$ cat config.mk
export PLATFORM = sky130hd
export DESIGN_NAME = aespim_round_seq
export DESIGN_NICKNAME = d
export VERILOG_FILES = /design/src/rtl/aespim_pkg.sv /design/src/rtl/aespim_round_seq.sv
export SDC_FILE = /design/constraint.sdc
export NUM_CORES = 1
export LEC_CHECK = 0
export CAP_MARGIN = 40
export CELL_PAD_IN_SITES_DETAIL_PLACEMENT = 1
export CELL_PAD_IN_SITES_GLOBAL_PLACEMENT = 1
export CORE_UTILIZATION = 25
export DETAILED_ROUTE_END_ITERATION = 6
export GPL_ROUTABILITY_DRIVEN = 0
export GPL_TIMING_DRIVEN = 0
export PLACE_DENSITY = 0.6
export REMOVE_ABC_BUFFERS = 1
export SLEW_MARGIN = 20
export SYNTH_ARGS = -nofsm -noshare
export SYNTH_HDL_FRONTEND = slang
export SYNTH_SLANG_ARGS = --single-unit
$ cat constraint.sdc
create_clock -name clk_i -period 7.9 [get_ports clk_i]
set_clock_uncertainty 0.1 [all_clocks]
set_input_delay 0.79 -clock clk_i [delete_from_list [all_inputs] [get_ports clk_i]]
set_output_delay 0.79 -clock clk_i [all_outputs]
set_load 0.01 [all_outputs]
$ cat src/rtl/aespim_pkg.sv
// Shared definitions for the AES PIM accelerator: op-code encodings,
// command sequencer state, and the packed op word sent to the accelerator.
package aespim_pkg;

  localparam logic [2:0] OP_NOP  = 3'd0;
  localparam logic [2:0] OP_LD   = 3'd1;
  localparam logic [2:0] OP_ENCI = 3'd2;
  localparam logic [2:0] OP_ENCM = 3'd3;
  localparam logic [2:0] OP_ENCF = 3'd4;
  localparam logic [2:0] OP_ST   = 3'd5;

  typedef enum logic [2:0] {
    S_IDLE,
    S_LOAD,
    S_INIT,
    S_ROUND,
    S_FINAL,
    S_STORE,
    S_DONE
  } seq_state_e;

  typedef struct packed {
    logic [2:0] sr;
    logic [2:0] op;
  } acc_op_t;

endpackage

$ cat src/rtl/aespim_round_seq.sv
// Block-encrypt command sequencer: walks LD/ENCI/ENCM/ENCF/ST word ops over
// the memory port, one accelerator start per granted memory access.
module aespim_round_seq
  import aespim_pkg::*;
#(
  parameter int NR = 10,
  parameter int AW = 16
) (
  input  logic          clk_i,
  input  logic          rst_ni,
  input  logic          cmd_valid_i,
  output logic          cmd_ready_o,
  input  logic [AW-1:0] cmd_src_i,
  input  logic [AW-1:0] cmd_key_i,
  input  logic [AW-1:0] cmd_dst_i,
  output logic          mem_req_o,
  output logic          mem_we_o,
  output logic [AW-1:0] mem_addr_o,
  input  logic          mem_gnt_i,
  output logic          acc_start_o,
  output logic [5:0]    acc_op_o,
  output logic          busy_o,
  output logic          done_o
);

  // Handshake: a command transfers on the clock edge where cmd_valid_i and
  // cmd_ready_o are both high; a memory word op completes (and the matching
  // accelerator start fires) on the edge where mem_req_o and mem_gnt_i are high.

  seq_state_e    state_q, state_d;
  logic [1:0]    w_q, w_d;
  logic [3:0]    r_q, r_d;
  logic [AW-1:0] src_q, src_d, key_q, key_d, dst_q, dst_d;
  logic [AW-1:0] base, offs;
  acc_op_t       op_s;
  logic          req, fire, last;

  assign req  = (state_q != S_IDLE) && (state_q != S_DONE);
  assign fire = req & mem_gnt_i;
  assign last = fire & (w_q == 2'd3);

  always_ff @(posedge clk_i or negedge rst_ni) begin
    if (!rst_ni) begin
      state_q <= S_IDLE;
      w_q     <= '0;
      r_q     <= '0;
      src_q   <= '0;
      key_q   <= '0;
      dst_q   <= '0;
    end else begin
      state_q <= state_d;
      w_q     <= w_d;
      r_q     <= r_d;
      src_q   <= src_d;
      key_q   <= key_d;
      dst_q   <= dst_d;
    end
  end

  always_comb begin
    state_d     = state_q;
    w_d         = w_q;
    r_d         = r_q;
    src_d       = src_q;
    key_d       = key_q;
    dst_d       = dst_q;
    base        = '0;
    offs        = '0;
    op_s        = '0;
    mem_we_o    = 1'b0;
    cmd_ready_o = 1'b0;
    done_o      = 1'b0;

    if (fire) w_d = w_q + 2'd1;

    unique case (state_q)
      S_IDLE: begin
        cmd_ready_o = 1'b1;
        if (cmd_valid_i) begin
          src_d   = cmd_src_i;
          key_d   = cmd_key_i;
          dst_d   = cmd_dst_i;
          w_d     = '0;
          r_d     = '0;
          state_d = S_LOAD;
        end
      end
      S_LOAD: begin
        base    = src_q;
        offs    = AW'(w_q);
        op_s.op = OP_LD;
        if (last) state_d = S_INIT;
      end
      S_INIT: begin
        base    = key_q;
        offs    = AW'(w_q);
        op_s.sr = {1'b0, w_q};
        op_s.op = OP_ENCI;
        if (last) begin
          r_d     = 4'd1;
          state_d = (NR == 1) ? S_FINAL : S_ROUND;
        end
      end
      S_ROUND: begin
        // round r's key words start at key + 4*r
        base    = key_q;
        offs    = AW'({r_q, w_q});
        op_s.sr = {1'b0, w_q};
        op_s.op = OP_ENCM;
        if (last) begin
          r_d = r_q + 4'd1;
          if (r_q == 4'(NR - 1)) state_d = S_FINAL;
        end
      end
      S_FINAL: begin
        base    = key_q;
        offs    = AW'(4 * NR) + AW'(w_q);
        op_s.sr = {1'b0, w_q};
        op_s.op = OP_ENCF;
        if (last) state_d = S_STORE;
      end
      S_STORE: begin
        base     = dst_q;
        offs     = AW'(w_q);
        op_s.op  = OP_ST;
        mem_we_o = 1'b1;
        if (last) state_d = S_DONE;
      end
      S_DONE: begin
        done_o  = 1'b1;
        state_d = S_IDLE;
      end
      default: state_d = S_IDLE;
    endcase
  end

  assign mem_req_o   = req;
  assign mem_addr_o  = base + offs;
  assign acc_start_o = fire;
  assign acc_op_o    = op_s;
  assign busy_o      = (state_q != S_IDLE);

endmodule

Word-level counts from Yosys, hierarchy flattened:

Index checks and enable logic that the tools add are counted.

* flip-flop bits (word level): 57
* latch bits: 0
* RAM bits: 0
* ROM bits: 0
* input bits: 52
* output and inout port bits: 28
* word-level logic and storage cells: 59
* memories: 0

* add/subtract/negate cells: 4
* multipliers: 0
* divide/modulo/power cells: 0
* order comparisons: 0
* equality and inequality tests: 16
* shift-type cells: 0
* mux-type cells: 22
* bitwise logic cells: 2
* reductions and logical operators: 9

Operators with widths (count)
* 16-bit case mux with 3 select lines: 1
* 3-bit 2-to-1 mux: 7
* 7-bit case mux with 3 select lines: 1
* 3-bit case mux with 6 select lines: 1
* 16-bit adder: 1
* 3-bit case mux with 5 select lines: 1
* 2-bit inequality test, second input constant: 7
* 4-bit 2-to-1 mux: 3
* 4-bit case mux with 3 select lines: 1
* 3-bit == test, second input constant: 3
* 2-bit 2-to-1 mux: 4
* 6-bit by 2-bit adder with 7-bit output, first input constant: 1
* 7-bit AND reduction: 1
* 3-bit by 2-bit == test with 1-bit output, second input constant: 2
* 3-bit nonzero test: 2
* 3-bit OR reduction: 2
* 4-bit by 1-bit adder with 4-bit output, second input constant: 1
* 4-bit == test, second input constant: 1
* 4-bit AND reduction: 1
* 3-bit by 1-bit == test with 1-bit output, second input constant: 1
* 3-bit logical NOT: 1
* 1-bit 2-to-1 mux: 3
* 3-bit inequality test, second input constant: 1
* 2-bit by 1-bit adder with 2-bit output, second input constant: 1
* other kinds (4): 5

Logic depth before layout (Yosys ltp):

* depth in word-level cells: 6
* gate-level depth with buffers: 18
* depth with buffers taken out: 13

Least setup slack after synthesis:

Ideal clock, no wire load.

* path type: reg2out
* from: register state_q[2]
* to: output mem_addr_o[10]
* arrival time: 3126 ps
* required time: 7010 ps
* path slack: 3884 ps
* cell stages (with the launch flop): 19
* path buffers: 5
* cell sequence: dfrtp_1 > buf_6 > buf_12 > buf_12 > buf_2 > inv_1 > nand2_1 > inv_1 > buf_2 > nand2_1 > o21ai_0 > ha_1 > fa_1 > a211oi_1 > o21bai_1 > a21oi_1 > or2_1 > nor2_1 > xnor2_1

* longest elaborated chain between the ends: 4

RTL lines
* start, declared: line aespim_round_seq.sv:30 `seq_state_e state_q, state_d;`
* start signal, assigned: line aespim_round_seq.sv:51 `state_q <= state_d;`
* 3-bit == test (tied with other cells): line aespim_round_seq.sv:76 `unique case (state_q)`
* 3-bit OR reduction (no source line)
* 16-bit case mux with 3 select lines / 7-bit case mux with 3 select lines (equally long branches): line aespim_round_seq.sv:76
* 16-bit adder (*): line aespim_round_seq.sv:138 `assign mem_addr_o = base + offs;`
* end, declared: line aespim_round_seq.sv:18 `output logic [AW-1:0] mem_addr_o,`

Mark *: on every way between the ends. The rest lies on a longest branch, timed or not.

Final worst setup path:

Same ends and word-level chain as after synthesis.

==> impl_metrics.env <==
export IMPL_status="completed"
export IMPL_slowest_delay_ns=0.85
export IMPL_hold_buffers=0
export IMPL_die_x_um=120
export IMPL_drv_slew=0
export IMPL_finalNonFillerCells=563
export IMPL_syn_inst=309
export IMPL_htreeDepth=3
export IMPL_hold_viol=0
export IMPL_grt_max_degree=51
export IMPL_crit_buf_inv=3
export IMPL_grt_pass1_vias=2939
export IMPL_initial_core_util=0.258
export IMPL_critPathTopFamily="buffers and inverters"
export IMPL_r2r_end="src_q[2]"
export IMPL_ys_seq_elements=57
export IMPL_cts_tree="done"
export IMPL_setup_viol=0
export IMPL_track_usage=0.140
export IMPL_die_height_um=120
export IMPL_rows=42
export IMPL_pwr_density_cell_mw_per_mm2=414
export IMPL_worstPathMaxFanout=35
export IMPL_syn_area_per_cell_um2=11.2
export IMPL_hold_class="in2async"
export IMPL_drt_iter0_markers=83
export IMPL_cts_buffers=9
export IMPL_worstPathArrival_ns=4.68
export IMPL_period_share=0.705
export IMPL_tns_ns=0
export IMPL_cp_required_ns=7.01
export IMPL_routedWlPerCell_um=16.0
export IMPL_cts_num_sinks=57
export IMPL_drt_first_pass_iters=4
export IMPL_rsz0062_at_grt="false"
export IMPL_grt_ovfl_total=0
export IMPL_design_die_area_mm2=0.0143
export IMPL_post_dp_hpwl_um=6370
export IMPL_startpoint_type="register"
export IMPL_synth_cell_type_count=56
export IMPL_rr_worst_depth=4
export IMPL_fin_nets=444
export IMPL_synthArstFlopShare=1.00
export IMPL_worstSetupEndpointType="output pin"
export IMPL_ir_drop_uv=199
export IMPL_cts_setup_buffers=0
export IMPL_leakage_nw=1.90
export IMPL_critPathSlowestCell="dfrtp_2"
export IMPL_synth_ff_type="dfrtp_1"
export IMPL_vias=2612
export IMPL_num_io_pins=80
export IMPL_antenna_found_initial=0
export IMPL_drive_gt1_frac=0.238
export IMPL_clk_pin_slew_ns=0.05
export IMPL_max_freq_ghz=0.180
export IMPL_maxCapViolCount=0
export IMPL_fin_hold_ws_ns=0.293
export IMPL_fin_area_mm2=0.00468
export IMPL_area_growth_syn_to_layout_pct=35.1
export IMPL_grt_first_pass_wirelength_um=15400
export IMPL_synth_edf_count=0
export IMPL_route_detailed_drc=0
export IMPL_core_mm2=0.0134
export IMPL_avgViaCountPerCell=4.64
export IMPL_crit_path_cell_trace="inv_1, nand2_1, inv_1, nand2_1, o21ai_0, ha_1, fa_1, a211oi_1, o21bai_1, a21oi_1, or2_1, nor2_1, xnor2_1, clkdlybuf4s50_1"
export IMPL_routed_wl_um=9010
export IMPL_seq_area_frac_synth=0.412
export IMPL_crit_type="reg2out"
export IMPL_post_place_cells=547
export IMPL_clock_tree_root_cell="clkbuf_16"
export IMPL_antenna_cells=0
export IMPL_clockBufferDepth=2
export IMPL_yosysWarnings=0
export IMPL_reg2reg_slack_ns=5.32
export IMPL_clock_latency_ns=0.33
export IMPL_cts_resized=0
export IMPL_finalCriticalPeriod_ns=5.57
export IMPL_worstReg2RegStart="state_q[0]"
export IMPL_ant_nets=0
export IMPL_netlist_area_mm2=0.00346
export IMPL_relSlewSlack=0.485
export IMPL_portBuffers=78
export IMPL_place_area_mm2=0.00437
export IMPL_worst_slew_pin_slew_ns=0.772
cells in the final DEF (no fill, tap or decap), types with 4 or more instances in the layout:
cell type / n
mux2_2: 54
clkbuf_16: 9
dfrtp_1: 56
clkdlybuf4s50_1: 77
nand2_1: 21
xor2_1: 4
nand3_1: 4
a21oi_1: 9
nor2_1: 16
mux2_1: 6
a22oi_1: 9
and3_1: 4
xnor2_1: 11
ha_1: 9
nor2b_1: 6
and2_1: 4
inv_1: 5
o21ai_0: 12
layout make-up:
type                            instances  area, µm²
Inverter                                6       22.5
Sequential cell                        57       1430
Clock buffer                           14        274
Timing Repair Buffer                   82        832
Tap cell                              176        220
Clock inverter                          2       35.0
Fill cell                            1494       8720
Multi-Input combinational cell        226       1870
stage by stage:
stage / worst slack [ns] / power, W / utilization
after floorplan: 3.72 / 0.00112 / -
after global placement: 2.12 / 0.00152 / 0.322
after detailed placement: 2.63 / 0.00155 / 0.326
after CTS: 2.26 / 0.00197 / 0.349
after global routing: 1.98 / 0.00210 / 0.349
final: 2.33 / 0.00194 / 0.349
synthesized netlist by cell type (2+ instances only):
| cell type | instances | share of area |
|---|---|---|
| dfrtp_1 | 57 | 0.41 |
| mux2_2 | 54 | 0.18 |
| nand2_1 | 21 | 0.023 |
| nor2_1 | 16 | 0.017 |
| o21ai_0 | 12 | 0.017 |
| xnor2_1 | 11 | 0.028 |
| a21oi_1 | 9 | 0.013 |
| a22oi_1 | 9 | 0.020 |
| ha_1 | 9 | 0.033 |
| buf_4 | 7 | 0.015 |
| buf_2 | 6 | 0.0087 |
| mux2_1 | 6 | 0.020 |
| nor2b_1 | 6 | 0.011 |
| and2_1 | 5 | 0.0090 |
| inv_1 | 5 | 0.0054 |
| and3_1 | 4 | 0.0072 |
| nand3_1 | 4 | 0.0058 |
| xor2_1 | 4 | 0.010 |
| a211oi_2 | 3 | 0.011 |
| and3b_1 | 3 | 0.0076 |
| and4bb_2 | 3 | 0.011 |
| clkbuf_1 | 3 | 0.0033 |
| mux2i_1 | 3 | 0.0087 |
| nand2b_1 | 3 | 0.0054 |
| nand3b_1 | 3 | 0.0065 |
| nand4bb_1 | 3 | 0.0098 |
| o211ai_2 | 3 | 0.011 |
| a211oi_1 | 2 | 0.0043 |
| a21o_1 | 2 | 0.0043 |
| a31o_2 | 2 | 0.0051 |
| buf_12 | 2 | 0.012 |
| nand4b_1 | 2 | 0.0051 |
| nor3_1 | 2 | 0.0029 |
| o21bai_1 | 2 | 0.0043 |
| o31ai_1 | 2 | 0.0043 |
report_power, final:
part           internal, W  total [W]  leakage (nW)  switching [W]
registers         0.000434   0.000550         0.690       0.000116
clock network     0.000269   0.000401         0.153       0.000131
logic             0.000544   0.000987          1.06       0.000443
logic make-up after synthesis:
logic type,after synthesis,synth area share
AO/OA/AOI/OAI,54,0.112
XOR/XNOR,15,0.0379
adder cells (fa/ha/maj),10,0.0383
buffers and inverters,26,0.0495
flip-flops,57,0.412
multiplexers,64,0.208
other,1,0.00108
AND/OR/NAND/NOR,82,0.141
sequential cells by signal, summed over array words and instances (netlist names):
signal	count
dst_q	16
key_q	16
r_q	4
src_q	16
state_q	3
w_q	2
how the worst max path moves through the flow:
| stage | start | to | slack, ns | depth (start not counted) |
|---|---|---|---|---|
| floorplan | state_q[2] | mem_addr_o[10] | 3.72 | 13 |
| global placement | state_q[2] | mem_addr_o[10] | 2.12 | 14 |
| detailed placement | state_q[2] | mem_addr_o[10] | 2.63 | 14 |
| CTS | state_q[2] | mem_addr_o[10] | 2.26 | 14 |
| global route | state_q[2] | mem_addr_o[12] | 1.98 | 14 |
| finish | state_q[2] | mem_addr_o[10] | 2.33 | 14 |
worst register-to-register path, stage by stage (launching register included):
cell	delay, ns
dfrtp_1	0.66
or3_1	0.54
inv_2	0.10
and2_4	0.61
mux2_2	0.46
metal layers:
metal	wire length [µm]	vias to the layer above	track usage
met3	452	9	0.0375
met4	116	0	0.0445
met2	4270	68	0.237
met5	0	-	0
li1	-	1253	-
met1	4170	1282	0.172
No activity file was read; power rests on OpenSTA's default activity.
